--- config.mk ---
export PLATFORM = sky130hd
export DESIGN_NAME = mdu_issue_ctrl
export DESIGN_NICKNAME = d
export VERILOG_FILES = /design/src/rtl/mdu_issue_ctrl.sv
export SDC_FILE = /design/constraint.sdc
export NUM_CORES = 1
export LEC_CHECK = 0
export CAP_MARGIN = 20
export CORE_MARGIN = 3
export CORE_UTILIZATION = 32
export CTS_CLUSTER_DIAMETER = 80
export DETAILED_ROUTE_END_ITERATION = 6
export HOLD_SLACK_MARGIN = 0.05
export PLACE_DENSITY_LB_ADDON = 0.1
export SYNTH_ARGS = -nofsm -noshare
export SYNTH_HDL_FRONTEND = slang
export SYNTH_SLANG_ARGS = --single-unit
--- constraint.sdc ---
create_clock -name clk -period 2.8 [get_ports clk]
set_clock_uncertainty 0.1 [all_clocks]
set_input_delay 0.56 -clock clk [delete_from_list [all_inputs] [get_ports clk]]
set_output_delay 0.56 -clock clk [all_outputs]
set_load 0.01 [all_outputs]
--- src/rtl/mdu_issue_ctrl.sv ---
// Issue/retire controller for the fixed-latency M-extension ALU: tracks in-flight
// destinations, flags RAW hazards to decode and forms the register-file writeback.
module mdu_issue_ctrl #(
  parameter int LATENCY = 6
) (
  input  logic        clk,
  input  logic        rstd,
  input  logic        issue_valid,
  input  logic [5:0]  issue_alucode,
  input  logic [4:0]  issue_rd,
  input  logic [31:0] issue_op1,
  input  logic [31:0] issue_op2,
  output logic        issue_ready,
  input  logic [4:0]  dec_rs1,
  input  logic [4:0]  dec_rs2,
  output logic        raw_hazard,
  output logic        mc_start,
  output logic [5:0]  mc_alucode,
  output logic [31:0] mc_op1,
  output logic [31:0] mc_op2,
  input  logic [31:0] mc_result,
  input  logic        mc_done,
  output logic        wb_valid,
  output logic [4:0]  wb_rd,
  output logic [31:0] wb_data,
  output logic [2:0]  inflight,
  output logic        err
);

  localparam int GW = $clog2(LATENCY + 1);

  logic [LATENCY-1:0]      r_v;
  logic [LATENCY-1:0][4:0] r_rd;
  logic [LATENCY-1:0][5:0] r_code;
  logic [GW-1:0]           r_guard;
  logic                    r_err;

  logic       w_retire;
  logic [4:0] w_ret_rd;
  logic [5:0] w_ret_code;
  logic       w_accept;
  logic       w_hazard;
  logic [2:0] w_count;

  assign w_retire   = r_v[LATENCY-1];
  assign w_ret_rd   = r_rd[LATENCY-1];
  assign w_ret_code = r_code[LATENCY-1];

  // alucode is shared with the retiring op, so no issue can happen while one retires
  assign issue_ready = !w_retire;
  assign w_accept    = issue_valid & !w_retire;
  assign mc_start    = w_accept;
  assign mc_op1      = issue_op1;
  assign mc_op2      = issue_op2;
  assign mc_alucode  = w_retire ? w_ret_code : issue_alucode;

  assign wb_valid = w_retire & (w_ret_rd != 5'd0);
  assign wb_rd    = wb_valid ? w_ret_rd : 5'd0;
  assign wb_data  = wb_valid ? mc_result : 32'd0;

  always_ff @(posedge clk) begin
    if (!rstd) begin
      r_v <= '0;
    end else begin
      r_v <= {r_v[LATENCY-2:0], w_accept};
    end
  end

  // Payload fields need no reset; they are qualified by the valid bits
  always_ff @(posedge clk) begin
    r_rd   <= {r_rd[LATENCY-2:0], issue_rd};
    r_code <= {r_code[LATENCY-2:0], issue_alucode};
  end

  always_comb begin
    w_hazard = 1'b0;
    w_count  = 3'd0;
    for (int i = 0; i < LATENCY; i++) begin
      w_count = w_count + {2'b00, r_v[i]};
      if (r_v[i] && (r_rd[i] != 5'd0) && ((r_rd[i] == dec_rs1) || (r_rd[i] == dec_rs2))) begin
        w_hazard = 1'b1;
      end
    end
  end

  assign raw_hazard = w_hazard;
  assign inflight   = w_count;

  // Guard window hides done pulses of ops the ALU was still carrying across a reset
  always_ff @(posedge clk) begin
    if (!rstd) begin
      r_guard <= GW'(LATENCY);
      r_err   <= 1'b0;
    end else begin
      if (r_guard != '0) begin
        r_guard <= r_guard - 1'b1;
      end
      if ((r_guard == '0) && (mc_done != w_retire)) begin
        r_err <= 1'b1;
      end
    end
  end

  assign err = r_err;

endmodule

Yosys cells after proc, flatten, opt, wreduce, memory -nomap -nowiden:

Cells that the tools add are included.
Widths: inputs -> output; s select.

* register bits after elaboration: 76
* latch bits: 0
* memory bits (writable): 0
* ROM bits: 0
* word-level logic and storage cells: 73
* memories kept: 0

* add/subtract/negate cells: 6
* multipliers: 0
* div/mod/pow operators: 0
* magnitude comparators: 0
* equal/unequal tests: 13
* shift-type cells: 0
* mux-type cells: 9
* bitwise operators: 2
* reductions and logical operators: 28

Operators by type and width (count)
* $eq 5x5->1: 12
* $mux 32: 1
* $reduce_bool 5->1: 6
* $logic_and 1x1->1: 13
* $add 3x1->3: 3
* $logic_or 1x1->1: 6
* $mux 1: 6
* $mux 6: 1
* $mux 5: 1
* $add 2x1->3: 1
* $logic_not 3->1: 1
* $reduce_bool 3->1: 1
* $sub 3x1->3 const B: 1
* $add 1x1->2: 1
* $and 1x1->1: 2
* $logic_not 1->1: 1
* $ne 1x1->1: 1

Longest topological paths before layout:

* depth after elaboration: 9
* mapped depth: 8
* depth with buffers taken out: 8

Worst setup path before layout:

OpenSTA, ideal clock, no wires.

* path type: reg-to-output
* from: register r_v[0]
* to: output inflight[1]
* data arrival time: 2.086 ns
* path slack: 0.054 ns
* cell stages (with the launch flop): 9
* cell sequence: dfxtp_1 > fa_1 > inv_1 > fa_1 > inv_1 > ha_1 > inv_1 > fa_1 > inv_1

* word-level cells in the longest chain between the ends: 5

Ends and longest elaborated chain
* start: declaration: RTL line 32 `logic [LATENCY-1:0] r_v;`
* start signal: assignment: RTL line 65 `r_v <= {r_v[LATENCY-2:0], w_accept};`
* $add 1x1->2: RTL line 79 `w_count = w_count + {2'b00, r_v[i]};`
* $add 2x1->3: RTL line 79
* $add 3x1->3 (3 in series): RTL line 79
* end: declaration: RTL line 26 `output logic [2:0] inflight,`

No other way between the ends.

Worst setup path in the final report:

Ends and elaborated chain as after synthesis.

==> flow_metrics.tcl <==
set metrics [dict create \
    grt_pass1_wl_um 12300 \
    slowest_delay_ps 530 \
    final.min_clock_period_ps 3230 \
    die-area_um2 11900 \
    start_util 0.338 \
    cp_slowest_cell "fa_1" \
    synth_enable_flop_cells 0 \
    hold-path-cell-count 0 \
    maxSlewViolCount 0 \
    dp_cells 523 \
    yosys_warnings 0 \
    hp-class "reg -> reg" \
    cp_cell_sequence "fa_1 -> inv_1 -> fa_1 -> inv_2 -> ha_4 -> inv_2 -> fa_1 -> inv_1 -> buf_2" \
    drt-pass1-iter-count 4 \
    clk_pin_slew_ps 90 \
    core-area_um2 10000 \
    min_from "r_code[14]$_DFF_P_" \
    cp.required_ps 2140 \
    ys_ff_latch 76 \
    die_h_um 109 \
    violations "setup timing" \
    wl_met2_um 4110 \
    synth.most_common_cell "dfxtp_1" \
    relSlewSlack 0.795 \
    synth-seq-area-share 0.448 \
    drv_cap 0 \
    grt_max_degree 34 \
    power_density_nw_per_um2 513 \
    fmax_ghz 0.310 \
    antenna_left 0 \
    rr_endpoint "r_guard[1]$_SDFFE_PN1N_" \
    die_w_um 109 \
    vdd_drop_max_mv 0.384 \
    cp_common_cell "fa_1" \
    dp_hpwl_um 6700 \
    first_global_vias 2257 \
    status "finished, violations left" \
    io_buffers 107 \
    worstPathMaxFanout 2 \
    fin_area_um2 4560 \
    synth.net_count 463 \
    finalPower_mw 2.34 \
    dpl_cell_area_um2 4290 \
    place_ws_ps -492 \
    holdPathEnd "r_code[20]$_DFF_P_" \
    numCtsBuffers 9 \
    cts_max_path_buffers 2 \
    place.gp.congestion 0.846 \
    synth_area_leader_cell "dfxtp_1" \
    insertion_delay_ps 340 \
    synth_area_um2 3400 \
    setup_violations 3 \
    hold_buffers 0 \
    post_cts.repair.setup_buffers 0 \
    arrival_ps 2570 \
    avgViaCountPerCell 4.32 \
    routed_wl_um 8420 \
    drcViolationCount 0 \
    r2r-start "r_guard[0]$_SDFFE_PN0N_" \
    antennaDiodeCount 0 \
    drt_iter0_drc 60 \
    synth_top_area_frac 0.448 \
    area_growth_syn_to_layout_pct 34.3 \
    ioPinCount 236 \
    avgSynthCellArea_um2 10.1 \
    cts_sinks 76 \
    ff2ff_setup_slack_ps 1390 \
    hold_violations 0 \
    synth_area_leaders "dfxtp_1 (45%), buf_4 (14%), xnor2_1 (8.5%)" \
    routed.top_layer "met5" \
    layout_setup_ws_ps -425 \
    rows 36 \
    worst-r2r-cell-count 5 \
    leakagePower_nw 1.81 \
    synth_cell_types 28 \
    timing_worst_setup_path_type "reg -> out" \
    vias 2328 \
    cts_tree "done" \
    cts_max_level 3 \
    end_kind "primary output" \
    synthCells 336 \
    start_kind "flip-flop" \
    wl_met1_um 3260 \
    worst_pin_slew_ps 306 \
    grt_use_total 0.141 \
    finish.utilization 0.454 \
    nets 528 \
    fin_crit_sh 1.15 \
    async_flop_share 0 \
    synth_top_flop_cell "dfxtp_1" \
    cts-root-buf "clkbuf_8" \
    layout-drive-gt1-share 0.158 \
    rsz0062_at_grt "yes" \
    stdcell_count 539 \
    antenna_found_initial 0 \
    synthTopCellsByCount "dfxtp_1 (76), buf_4 (64), and2_1 (44)" \
    grt_overflow 0 \
    wl_per_cell_um 15.6 \
    dr_wl_met3_um 689 \
]
==> cell usage in the layout (no fill, tap or decap), types with 8 or more instances in the layout <==
cell type        netlist  layout
dfxtp_1               76      73
and2_1                44      44
nor3_1                10       8
nand3_1                8       8
buf_4                 64      21
xnor2_1               33      33
clkdlybuf4s50_1        0     101
xor2_1                29      27
clkbuf_8               0       9
inv_1                 11       9
==> cell families after synthesis <==
| family | share of synthesized area |
|---|---|
| adder cells (fa/ha/maj) | 0.0287 |
| flip-flops | 0.448 |
| AND/OR/NAND/NOR | 0.137 |
| buffers and inverters | 0.173 |
| AO/OA/AOI/OAI | 0.0298 |
| XOR/XNOR | 0.160 |
| multiplexers | 0.0232 |
==> how the worst max path moves through the flow <==
stage | start | end | slack, ps
after floorplan | r_v[0]$_SDFF_PN0_ | inflight[1] | 50
after global placement | r_v[0]$_SDFF_PN0_ | inflight[1] | -500
after detailed placement | r_v[0]$_SDFF_PN0_ | inflight[1] | -490
after CTS | r_v[0]$_SDFF_PN0_ | inflight[1] | -460
after global routing | r_v[0]$_SDFF_PN0_ | inflight[1] | -550
final | r_v[0]$_SDFF_PN0_ | inflight[1] | -430
==> metal layers <==
metal | track usage | vias to the layer above
li1 | - | 1125
met1 | 0.161 | 1060
met2 | 0.214 | 97
met3 | 0.0568 | 44
met4 | 0.0902 | 2
met5 | 0.0313 | -
==> final cells by class <==
class	count	area (µm²)
timing repair buffer	132	1280
inverter	11	41.3
fill	963	5480
clock buffer	9	124
sequential	76	1530
multi-input combinational	171	1340
clock inverter	7	81.3
tap	133	166
==> critical path, delay by kind of cell, from the launching register on <==
kind       cells  cell delay (ps)
buf+inv        5              330
flops          1              340
fa+ha+maj      4             1570
==> where the power goes <==
part           leakage [nW]  internal (mW)  switching (mW)
combinational          1.07          0.188           0.107
sequential            0.639           1.14          0.0443
clock                 0.107          0.428           0.432
==> sequential cells by signal, indices dropped and copies added (netlist names) <==
name and cells:
r_rd 25, err 1, r_guard 3, r_code 30, r_v 6, w_ret_code 6, w_ret_rd 5
==> repair_timing <==
item,4_1_cts,5_1_grt
gates resized for setup,28,9
endpoints found under the setup margin,36,13
cloned,0,0
pin swaps,0,4
==> metrics by stage <==
stage / setup TNS, ps / hold slack (ps)
final: -727 / 226
after global routing: -1060 / 234
after CTS: -851 / 228
after detailed placement: -1390 / 212
after global placement: -1380 / 210
after floorplan: 0 / 210
(Power assumes the default switching activity.)
